--- src/rtl/wrd_pkg.sv ---
// ----------------------------------------------------------------------------
// wrd_pkg
//   Shared definitions for the wrd vector datapath. The packer (vec_pack) and
//   the vector reduction stage (red_add) agree on the lane width and the lane
//   count through these defaults.
//
//   Contents:
//     I_BW_DEF        default width of one signed scalar / vector lane
//     VECTOR_LEN_DEF  default lanes per packed vector
//     cnt_bw()        width needed to hold a lane count 0..VECTOR_LEN
//     idx_bw()        width of a lane index 0..VECTOR_LEN-1 (at least 1 bit)
//     lane_lo()       LSB position of lane k inside a packed vector
// ----------------------------------------------------------------------------
package wrd_pkg;

    localparam int I_BW_DEF       = 18;
    localparam int VECTOR_LEN_DEF = 2;

    function automatic int cnt_bw(input int vlen);
        return $clog2(vlen + 1);
    endfunction

    // A one-lane vector still needs a 1-bit index register.
    function automatic int idx_bw(input int vlen);
        return (vlen > 1) ? $clog2(vlen) : 1;
    endfunction

    // Lane k occupies [(k+1)*bw-1 : k*bw]; lane 0 sits in the LSBs.
    function automatic int lane_lo(input int lane, input int bw);
        return lane * bw;
    endfunction

endpackage

--- src/rtl/vec_pack.sv ---
// ----------------------------------------------------------------------------
// vec_pack
//   Streaming scalar-to-vector packer. Successive signed scalars are collected
//   into a lane buffer; a packed vector is emitted after VECTOR_LEN accepted
//   beats, or earlier when last_i closes a partial group. Lanes above the last
//   populated one are driven to zero.
//
//   Ports:
//     clk_i    in   clock, rising edge
//     rst_i    in   synchronous reset, active-high
//     data_i   in   [I_BW-1:0] signed scalar
//     valid_i  in   input beat valid
//     last_i   in   input beat is the last of its frame
//     ready_o  out  packer can take a beat this cycle
//     data_o   out  [VECTOR_LEN*I_BW-1:0] packed vector, lane k at k*I_BW
//     valid_o  out  output vector valid
//     last_o   out  vector carries the frame's final element
//     cnt_o    out  [CNT_BW-1:0] populated lanes (1..VECTOR_LEN)
//     ready_i  in   downstream takes the vector this cycle
//
//   Handshake: a beat moves when valid_x & ready_x are both high at a rising
//   edge. While valid_o & !ready_i the output vector, cnt_o and last_o hold.
//   ready_o depends on ready_i and the output register only, never on the
//   input-side valid/data/last.
// ----------------------------------------------------------------------------
module vec_pack
    import wrd_pkg::*;
#(
    parameter  int I_BW       = I_BW_DEF,
    parameter  int VECTOR_LEN = VECTOR_LEN_DEF,
    localparam int CNT_BW     = cnt_bw(VECTOR_LEN)
) (
    input  logic                       clk_i,
    input  logic                       rst_i,
    input  logic [I_BW-1:0]            data_i,
    input  logic                       valid_i,
    input  logic                       last_i,
    output logic                       ready_o,
    output logic [VECTOR_LEN*I_BW-1:0] data_o,
    output logic                       valid_o,
    output logic                       last_o,
    output logic [CNT_BW-1:0]          cnt_o,
    input  logic                       ready_i
);

    localparam int                IDX_BW  = idx_bw(VECTOR_LEN);
    localparam int                VEC_BW  = VECTOR_LEN * I_BW;
    localparam logic [IDX_BW-1:0] IDX_MAX = IDX_BW'(VECTOR_LEN - 1);

    logic [IDX_BW-1:0] idx_q;
    logic [IDX_BW-1:0] idx_d;
    logic [I_BW-1:0]   lane_q [VECTOR_LEN];
    logic [VEC_BW-1:0] vec_d;
    logic [VEC_BW-1:0] data_q;
    logic [CNT_BW-1:0] cnt_q;
    logic              valid_q;
    logic              last_q;

    logic accept;
    logic complete;

    // The output register is free when empty or being drained this cycle,
    // which lets a completing beat reload it with no bubble.
    assign ready_o  = !valid_q || ready_i;
    assign accept   = valid_i && ready_o;
    assign complete = accept && ((idx_q == IDX_MAX) || last_i);

    always_comb begin
        idx_d = idx_q;
        if (complete) begin
            idx_d = '0;
        end else if (accept) begin
            idx_d = idx_q + IDX_BW'(1);
        end
    end

    // Next output vector: buffered lanes below idx, the incoming scalar at
    // idx, zeros above. Only meaningful on a completing beat.
    for (genvar k = 0; k < VECTOR_LEN; k++) begin : g_lane
        localparam logic [IDX_BW-1:0] K = IDX_BW'(k);
        assign vec_d[lane_lo(k, I_BW) +: I_BW] =
            (K < idx_q)  ? lane_q[k] :
            (K == idx_q) ? data_i    : '0;
    end

    always_ff @(posedge clk_i) begin
        if (rst_i) begin
            idx_q   <= '0;
            data_q  <= '0;
            cnt_q   <= '0;
            valid_q <= 1'b0;
            last_q  <= 1'b0;
            for (int k = 0; k < VECTOR_LEN; k++) begin
                lane_q[k] <= '0;
            end
        end else begin
            idx_q <= idx_d;

            // The buffer is wiped when a group closes so a short group never
            // leaves stale lanes behind for the next one.
            for (int k = 0; k < VECTOR_LEN; k++) begin
                if (complete) begin
                    lane_q[k] <= '0;
                end else if (accept && (idx_q == IDX_BW'(k))) begin
                    lane_q[k] <= data_i;
                end
            end

            if (complete) begin
                data_q  <= vec_d;
                cnt_q   <= CNT_BW'(idx_q) + CNT_BW'(1);
                last_q  <= last_i;
                valid_q <= 1'b1;
            end else if (ready_i) begin
                valid_q <= 1'b0;
                last_q  <= 1'b0;
            end
        end
    end

    assign data_o  = data_q;
    assign cnt_o   = cnt_q;
    assign valid_o = valid_q;
    assign last_o  = last_q;

endmodule
--- config.mk ---
export PLATFORM = sky130hd
export DESIGN_NAME = vec_pack
export DESIGN_NICKNAME = d
export VERILOG_FILES = /design/src/rtl/wrd_pkg.sv /design/src/rtl/vec_pack.sv
export SDC_FILE = /design/constraint.sdc
export NUM_CORES = 1
export LEC_CHECK = 0
export BUFFER_PORTS_ARGS = -buffer_cell sky130_fd_sc_hd__buf_2
export CORE_UTILIZATION = 55
export DETAILED_ROUTE_END_ITERATION = 6
export PLACE_DENSITY = 0.83
export RECOVER_POWER = 100
export SYNTH_ARGS = -nofsm -noshare
export SYNTH_HDL_FRONTEND = slang
export SYNTH_SLANG_ARGS = --single-unit
export TNS_END_PERCENT = 100
--- constraint.sdc ---
create_clock -name clk_i -period 4.4 [get_ports clk_i]
set_clock_uncertainty 0.1 [all_clocks]
set_input_delay 0.22 -clock clk_i [delete_from_list [all_inputs] [get_ports clk_i]]
set_output_delay 0.22 -clock clk_i [all_outputs]
set_load 0.05 [all_outputs]
==> results.txt, run 1 <==
Total Wirelength: 4620 um
Num rows: 23
Area share of the largest cell type after synthesis: 35.8%
Post-cts sizing count: 0
Height of the die: 66.6 um
# fillers: 338
Die Width: 66.6 um
Count of different cell masters after synthesis: 28
Reg-to-reg slack, setup: 1.31 ns
TNS Setup: 0 ns
Die Area: 4430 um2
Static Leakage: 1.06 nW
#FFs+latches synth: 59
H-tree levels: 3
Initial antenna violation count: 0
Wire per inst: 14.7 um
Tot GR Track Use: 23.6%
Fin util: 66.8%
Hold Vio Cnt, Final: 0
Register area share after synthesis: 59.3%
FMAX: 324 MHz
Core area: 4000 um2
Clock Latency Late Sink: 0.33 ns
Number of placed I/O pins: 64
Initial DRC count: 191
Slew Limit Fails: 60
Switch Pwr: 321 uW
P_int: 828 uW
Share of cells above drive strength 1: 21.5%
Count of input and output buffers: 63
First-pass GRT wire length: 7560 um
Synthesized area per cell: 11.5 um2
Largest net degree at the start of global routing: 41
Routability cong.: 0.718
RSZ-0062 raised after global routing: false
Required time of the critical path: 4.56 ns
Hold Buf Count CTS: 0
Status: finished, violations left
Initial Utilization: 57.4%
Via count: 1691
Pre-antenna DRT Iters: 6
Sequential share of power: 52.9%
# Post-CTS Setup Buffers: 0
Diodes inserted: 0
Critical path endpoint category: flop
Detail Route Antenna Nets: 0
Syn_nets: 223
Area grow syn2layout: 16.4%
Placed cell area: 2590 um2
Min Clock Period, post-route: 3.09 ns
Synth area leader: dfxtp_1
Failing checks: DRC, capacitance limit, slew limit
DRC viols: 1
Vias per cell: 5.37
Crit path DAT: 3.25 ns
CTS Buf Count: 9
DPL Wire Length: 2890 um
Clock Root Buffer: clkbuf_8
Number of global-route vias before repair: 1586
Post-Layout Inst Area: 2670 um2
PwrDens: 430 nW/um2
Final worst slack: 1.31 ns
Peak VDD IR: 311 uV
CTS Buffer Depth: 2
Power share of the combinational group: 13.0%
Syn. warnings: 0
GRT overflow: 0
Dpl ws: 1.91 ns
# nets final: 283
Most used flip-flop cell after synthesis: dfxtp_1
Final-report setup violation count: 0
Synth async-reset ratio: 0%
Nature of the critical path startpoint: flop
CP max FO: 40
Relative slew slack: -25.6%
Sw frac: 28.0%
Synth area leaders: dfxtp_1 (36%), edfxtp_1 (24%), a22o_2 (7.9%)
Worst slew pin tran: 1.88 ns
Netlist Area Pre-Place: 2290 um2
CTS clk-pin slew, worst paths: 0.06 ns
Crit path kind: flop to flop
Tightest Hold Check Type: primary input to flop
Clock share of power: 34.1%
Max-cap viol count: 2
Fin crit share: 70.2%
TritonCTS clock tree: built
Top cells by count, synth: dfxtp_1 (41), nand2_1 (34), a22o_1 (20)
Clk sinks: 59
Synth Instances: 200
Count leader, synth: dfxtp_1
Number of synthesized flops with an enable pin: 18
==> per-layer routing <==
| layer | up-vias | share of wire (%) | track usage, % |
|---|---|---|---|
| met5 | - | 0 | 0 |
| met4 | 0 | 0.63 | 8.78 |
| met3 | 3 | 5.2 | 8.39 |
| met2 | 53 | 45 | 35.0 |
| met1 | 796 | 50 | 31.5 |
| li1 | 839 | - | - |
==> critical path, stage by stage (launching register included) <==
cell and delay, ns:
dfxtp_1 0.67, or2_0 0.45, a31oi_2 1.46, a22o_2 0.32
==> per-stage QoR <==
| stage | instances | power (mW) | hold WS, ns |
|---|---|---|---|
| floorplan | 200 | 0.734 | 0.192 |
| finish | 315 | 1.15 | 0.0192 |
| detailed placement | 299 | 0.775 | 0.352 |
| CTS | 315 | 1.16 | 0.0297 |
| global placement | 299 | 0.772 | 0.341 |
| global route | 315 | 1.20 | 0.0362 |
==> placed cells by master, fill, tap and decap left out, types with 2 or more instances in the layout <==
cell type | netlist | final
a22o_1 | 20 | 20
nand2_1 | 34 | 34
dfxtp_1 | 41 | 41
clkinv_2 | 0 | 3
and2_0 | 0 | 17
a22o_2 | 18 | 18
clkbuf_1 | 3 | 44
inv_1 | 3 | 3
clkbuf_8 | 0 | 9
o21ai_0 | 18 | 18
buf_2 | 3 | 22
nor2b_1 | 2 | 2
edfxtp_1 | 18 | 18
==> registers in the layout (all words and copies together) (netlist names) <==
name     flops
cnt_o        2
data_o      36
last_o       1
lane_q      18
idx_q        1
valid_o      1
==> final timing paths <==
path,startpoint,endpoint,cells past startpoint
worst min register to register,cnt_o[1]$_SDFFE_PP0P_,cnt_o[1]$_SDFFE_PP0P_,1
worst max-delay path,idx_q$_SDFFE_PP0P_,data_o[34]$_SDFFE_PP0P_,3
worst max register to register,idx_q$_SDFFE_PP0P_,data_o[34]$_SDFFE_PP0P_,3
worst min-delay path,rst_i,valid_o$_SDFFE_PP0P_,2
==> layout make-up <==
class                      instances  area, um2  area share (%)
timing repair buffer              63        264            9.89
sequential                        59       1360            51.0
clock inverter                     4       18.8           0.703
tap                               50       62.6            2.34
inverter                           3       11.3           0.422
clock buffer                      12        135            5.06
multi-input combinational        124        817            30.6
==> kinds of logic after synthesis <==
kind of cell    share of synthesized area (%)
compound gates                           22.0
buf+inv                                  4.14
simple gates                             14.5
flops                                    59.3
==> power by group through the flow <==
stage	sequential [mW]	clock, mW	combinational [mW]
after floorplan	0.669	0	0.0647
after global placement	0.618	0	0.154
after detailed placement	0.619	0	0.156
after CTS	0.608	0.398	0.157
after global routing	0.612	0.427	0.161
final	0.608	0.392	0.149
Power figures use the tool's default switching activity.
==> inputs of run 2 (changes only) <==
ABC_AREA = 1   (was unset)
CORE_UTILIZATION = 52   (was 55)
PLACE_DENSITY = 0.78   (was 0.83)
clock period = 3.1 ns   (was 4.4 ns; I/O delays follow)
==> run 2 against run 1 <==
The flow finishes with violations (hold timing). Largest power group unchanged. Synthesized area increased by 12%. Combinational power rose by 87%. Worst setup slack worse by 0.77 ns. Total power rose by 55%.
==> results.txt, run 2 <==
Count of input and output buffers: 63 (unchanged)
# nets final: 380 (+34%)
H-tree levels: 3 (unchanged)
Register area share after synthesis: 52.9% (-6.4 points)
Diodes inserted: 0 (unchanged)
Syn_nets: 319 (+43%)
Proportion of synthesized area in mux cells: 0% (unchanged)
RSZ-0062 raised after global routing: false
Syn. warnings: 0 (unchanged)
TritonCTS clock tree: built
Relative slew slack: 37.8% (+63 points)
Post-cts sizing count: 0 (unchanged)
Pre-antenna DRT Iters: 4 (-2)
Synth Area in Compound Gates: 4.91% (-17 points)
#FFs+latches synth: 59 (unchanged)
Clk sinks: 59 (unchanged)
# fillers: 462 (+37%)
Clock Root Buffer: clkbuf_8
CTS Buf Count: 9 (unchanged)
Wire per inst: 14.1 um (-3.5%)
Crit path kind: flop to flop
Synth async-reset ratio: 0% (unchanged)
Die Area: 5230 um2 (+18%)
Largest net degree at the start of global routing: 51 (+24%)
Final worst slack: 0.544 ns (-0.768 ns)
GRT overflow: 0 (unchanged)
Initial DRC count: 171 (-10%)
Worst slew pin tran: 0.930 ns (-0.948 ns)
Via count: 2238 (+32%)
Synthesized area per cell: 8.69 um2 (-24%)
Detail Route Antenna Nets: 0 (unchanged)
Tightest Hold Check Type: primary input to flop
Static Leakage: 1.26 nW (+19%)
First-pass GRT wire length: 9520 um (+26%)
Final Power: 1.79 mW (+55%)
Critical path endpoint category: flop
DRC viols: 0 (-1)
Fin crit share: 82.4% (+12 points)
Number of global-route vias before repair: 1976 (+25%)
Count of different cell masters after synthesis: 18 (-36%)
Tot GR Track Use: 24.4% (+0.77 points)
Number of synthesized flops with an enable pin: 18 (unchanged)
Final-report setup violation count: 0 (unchanged)
Die Width: 72.3 um (+8.6%)
Netlist Area Pre-Place: 2570 um2 (+12%)
Largest family of logic cells by synthesized area: simple AND/OR/NAND/NOR gates
Post-synthesis simple-gate area fraction: 34.3% (+20 points)
Max-cap viol count: 0 (-2)
Area grow syn2layout: 16.4% (about the same)
Total Wirelength: 6050 um (+31%)
Core area: 4750 um2 (+19%)
Adder-cell share of the synthesized area: 0% (unchanged)
Multi-input gate area: 925 um2 (+13%)
Nature of the critical path startpoint: flop
Failing checks: hold timing
CP max FO: 21 (-48%)
Height of the die: 72.3 um (+8.6%)
Commonest non-fill, non-tap cell in the layout: nand2_1
Post-Layout Inst Area: 2990 um2 (+12%)
Initial Utilization: 54.1% (-3.3 points)
Sequential cell area: 1360 um2 (unchanged)
Area share of the largest cell type after synthesis: 31.9% (-3.8 points)
Share of cells above drive strength 1: 12.5% (-9.0 points)
Synth Instances: 296 (+48%)
Synth Area in XOR/XNOR: 0% (unchanged)
Max reg flops: 36 (unchanged)
CTS clk-pin slew, worst paths: 0.06 ns (about the same)
Routability cong.: 0.789 (+9.8%)
Placed cell area: 2910 um2 (+12%)
TNS Setup: 0 ns (unchanged)
Required time of the critical path: 2.91 ns (-1.65 ns)
Top cells by count, synth: nand2_1 (75), nand3_1 (42), dfxtp_1 (41)
Slew Limit Fails: 0 (-100%)
Most used flip-flop cell after synthesis: dfxtp_1
CTS Buffer Depth: 2 (unchanged)
Peak VDD IR: 304 uV (-2.5%)
Fin util: 62.9% (-3.8 points)
Number of placed I/O pins: 64 (unchanged)
Vias per cell: 5.23 (-2.6%)
Min Clock Period, post-route: 2.56 ns (-0.532 ns)
Num rows: 25 (+8.7%)
Crit path DAT: 2.37 ns (-0.88 ns)
Synth area leader: dfxtp_1
Hold Slack: -0.00108 ns (-0.0203 ns)
Status: finished, violations left
Count leader, synth: nand2_1
PwrDens: 597 nW/um2 (+39%)
DPL Wire Length: 3710 um (+28%)
Most frequent cells in the layout: nand2_1 (75), nand3_1 (42), clkbuf_1 (42)
FMAX: 391 MHz (+21%)
Synth area leaders: dfxtp_1 (32%), edfxtp_1 (21%), nand2_1 (11%)
Clock Latency Late Sink: 0.35 ns (+0.02 ns)
Dpl ws: 0.852 ns (-1.06 ns)
Hold Vio Cnt, Final: 1 (+1)
Initial antenna violation count: 0 (unchanged)
==> run 2: power breakdown <==
part | switching [mW] | internal (mW)
Combinational | 0.215 | 0.0633
Sequential | 0.0195 | 0.846
Clock | 0.293 | 0.348
Total | 0.528 | 1.26
==> run 2: final timing paths <==
check                          endpoint               startpoint  cells after the start  slack, ns
min             data_o[12]$_SDFFE_PP0P_               data_i[12]                      3     -0.001
max reg2reg  lane_q[0][8]$_SDFFCE_PN0P_       idx_q$_SDFFE_PP0P_                      6       0.54
min reg2reg     data_o[34]$_SDFFE_PP0P_  data_o[34]$_SDFFE_PP0P_                      2       0.35
max          lane_q[0][8]$_SDFFCE_PN0P_       idx_q$_SDFFE_PP0P_                      6       0.54
==> run 2: layer usage <==
| metal | GRT usage [%] | part of all wire [%] | up-vias |
|---|---|---|---|
| li1 | - | - | 1116 |
| met1 | 31.3 | 45 | 1032 |
| met2 | 38.2 | 47 | 80 |
| met3 | 4.72 | 6.5 | 10 |
| met4 | 14.6 | 1.8 | 0 |
| met5 | 0 | 0 | - |
==> run 2: layout make-up <==
class	count	area share [%]
multi-input combinational	190	30.9
timing repair buffer	74	11.9
tap	67	2.80
clock buffer	13	5.65
inverter	23	2.89
clock inverter	2	0.335
sequential	59	45.5
==> run 2: worst max-delay path, stage by stage (launching register included) <==
cell and delay (ns):
dfxtp_1 0.31, inv_1 0.50, nand2_2 0.25, nand3_2 0.15
nand2_1 0.07, inv_1 0.20, nand2_1 0.53
==> run 2: kinds of logic after synthesis <==
group / count (synthesis)
and+or+nand+nor: 166
DFF: 59
buffers and inverters: 47
AOI/OAI and AO/OA: 24
==> run 2: through the flow <==
| stage | cells | hold WS, ns |
|---|---|---|
| 5_1_grt | 428 | 0.0273 |
| 3_5_place_dp | 408 | 0.329 |
| 3_3_place_gp | 408 | 0.330 |
| 4_1_cts | 428 | 0.00314 |
| 2_1_floorplan | 296 | 0.124 |
| 6_report | 428 | -0.00108 |
==> run 2: timing repair <==
action | CTS | global route
buffers inserted | 0 | 0
hold buffers | 5 | 0
hold endpoints to repair | 5 | 0
==> inputs of run 3 (changes only) <==
ABC_AREA = 0   (was 1)
CORE_UTILIZATION = 51   (was 52)
clock period = 2.6 ns   (was 3.1 ns; I/O delays follow)
==> run 3 against run 2 <==
The run now ends clean. First-iteration DRC count decreased by 34%. Core utilization increased by 4.8 points. Clock power increased by 4.0%. Design area fell by 2.1%. Register-to-register slack improved by 0.04 ns. Sequential power increased by 18%.
==> results.txt, run 3 (synthesis results as in run 1) <==
CTS Buf Count: 9 (unchanged)
Crit path DAT: 2.29 ns (-0.08 ns)
Number of global-route vias before repair: 1698 (-14%)
Tightest Hold Check Type: primary input to flop
Hold Vio Cnt, Final: 0 (-1)
Sequential share of power: 51.5% (+3.0 points)
DPL Wire Length: 3080 um (-17%)
Share of cells above drive strength 1: 21.1% (+8.6 points)
Max reg flops: 36 (unchanged)
TritonCTS clock tree: built
Total Wirelength: 4970 um (-18%)
Number of placed I/O pins: 64 (unchanged)
Wire per inst: 14.6 um (+3.0%)
Static Leakage: 1.17 nW (-6.6%)
Die Width: 69.1 um (-4.5%)
Crit path kind: primary input to flop
DRC viols: 0 (unchanged)
Max incr delay on CP: 0.53 ns (about the same)
Diodes inserted: 0 (unchanged)
Clock Latency Late Sink: 0.33 ns (-0.02 ns)
CP Cell Sequence: dlygate4sd3_1, clkbuf_1, nor2b_1, clkbuf_1, inv_1, a31oi_4, buf_12, a22o_2
Initial antenna violation count: 0 (unchanged)
Die Area: 4770 um2 (-8.8%)
Nature of the critical path startpoint: primary input
FMAX: 473 MHz
Post-Layout Inst Area: 2930 um2 (-2.1%)
Relative slew slack: 36.9% (-0.87 points)
Peak VDD IR: 390 uV (+28%)
Initial DRC count: 113 (-34%)
# nets final: 307 (-19%)
Pre-antenna DRT Iters: 4 (unchanged)
CTS Buffer Depth: 2 (unchanged)
First-pass GRT wire length: 8130 um (-15%)
Sw frac: 28.3% (-1.2 points)
CP max FO: 28 (+33%)
GRT overflow: 0 (unchanged)
Vias per cell: 5.19 (-0.73%)
Switch Pwr: 562 uW (+6.5%)
Critical path endpoint category: flop
Tot GR Track Use: 21.9% (-2.5 points)
RSZ-0062 raised after global routing: false
Slew Limit Fails: 0 (unchanged)
Fin cells: 341 (-20%)
Count of input and output buffers: 63 (unchanged)
CP bufs+invs: 5 (+3)
Slowest cell on crit path: dlygate4sd3_1
Post-Place Cells: 305 (-25%)
Detail Route Antenna Nets: 0 (unchanged)
Routability cong.: 0.711 (-9.8%)
Core area: 4320 um2 (-9.1%)
Largest net degree at the start of global routing: 31 (-39%)
Initial Utilization: 53.1% (-1.0 points)
Height of the die: 69.1 um (-4.5%)
Clock Root Buffer: clkbuf_8
CP dominant cell by count: clkbuf_1
Max-cap viol count: 0 (unchanged)
Most frequent cells in the layout: clkbuf_1 (43), dfxtp_1 (41), nand2_1 (34)
Placed cell area: 2630 um2 (-9.4%)
Worst slew pin tran: 0.941 ns (+0.0114 ns)
Hold Slack: 0.0837 ns (+0.0848 ns)
Commonest non-fill, non-tap cell in the layout: clkbuf_1
# Post-CTS Setup Buffers: 0 (unchanged)
Status: finished, final reports clean
CP top delay family: buffers and inverters
Power share of the combinational group: 14.8% (-0.8 points)
Clk sinks: 59 (unchanged)
P_int: 1.42 mW (+13%)
Final-report setup violation count: 0 (unchanged)
Clock share of power: 33.7% (-2.2 points)
PwrDens: 677 nW/um2 (+13%)
TNS Setup: 0 ns (unchanged)
Via count: 1770 (-21%)
Num rows: 24 (-4.0%)
Min Clock Period, post-route: 2.11 ns
Required time of the critical path: 2.77 ns (-0.14 ns)
Area grow syn2layout: 27.6%
H-tree levels: 3 (unchanged)
CTS clk-pin slew, worst paths: 0.06 ns (about the same)
Fin util: 67.7% (+4.8 points)
Fin crit share: 81.3%
## run 3: worst min-delay path: stages
cell	delay, ns
buf_2	0.16
a21oi_1	0.09
nor2_1	0.09
## run 3: per-stage QoR
step	total power, mW	setup slack [ns]
CTS	2.01	0.769
floorplan	1.24	0.557
detailed placement	1.32	0.855
global placement	1.32	0.918
finish	1.98	0.485
global route	2.06	0.394
## run 3: power groups by stage
stage	logic [mW]	registers (mW)	clock network, mW
2_1_floorplan	0.110	1.13	0
3_3_place_gp	0.277	1.04	0
3_5_place_dp	0.281	1.04	0
4_1_cts	0.305	1.02	0.686
5_1_grt	0.314	1.03	0.722
6_report	0.294	1.02	0.668
## run 3: per-layer routing
metal  global-route usage (%)  wire, um  vias up
met5                        0         0        -
met2                     32.9      2310       59
met1                     28.8      2310      813
met4                     10.9        80        0
li1                         -         -      890
met3                     6.29       257        8
## run 3: what timing repair did
| item | 4_1_cts | 5_1_grt |
|---|---|---|
| hold buffers | 20 | 0 |
| hold endpoints to repair | 22 | 0 |
| endpoints found under the setup margin | 0 | 0 |
| gates resized for setup | 0 | 0 |
## run 3: worst paths after layout
check / start / endpoint / slack, ns / cells after the start
max: ready_i / data_o[22]$_SDFFE_PP0P_ / 0.49 / 8
min: valid_i / valid_o$_SDFFE_PP0P_ / 0.08 / 3
max reg2reg: valid_o$_SDFFE_PP0P_ / data_o[22]$_SDFFE_PP0P_ / 0.58 / 6
min reg2reg: cnt_o[1]$_SDFFE_PP0P_ / cnt_o[1]$_SDFFE_PP0P_ / 0.36 / 1
## run 3: layout make-up
| cell class | count | area (um2) |
|---|---|---|
| inverter | 3 | 11.3 |
| multi-input combinational | 124 | 831 |
| clock inverter | 7 | 35.0 |
| timing repair buffer | 87 | 502 |
| clock buffer | 9 | 124 |
| tap | 52 | 65.1 |
| fill | 369 | 1400 |
| sequential | 59 | 1360 |
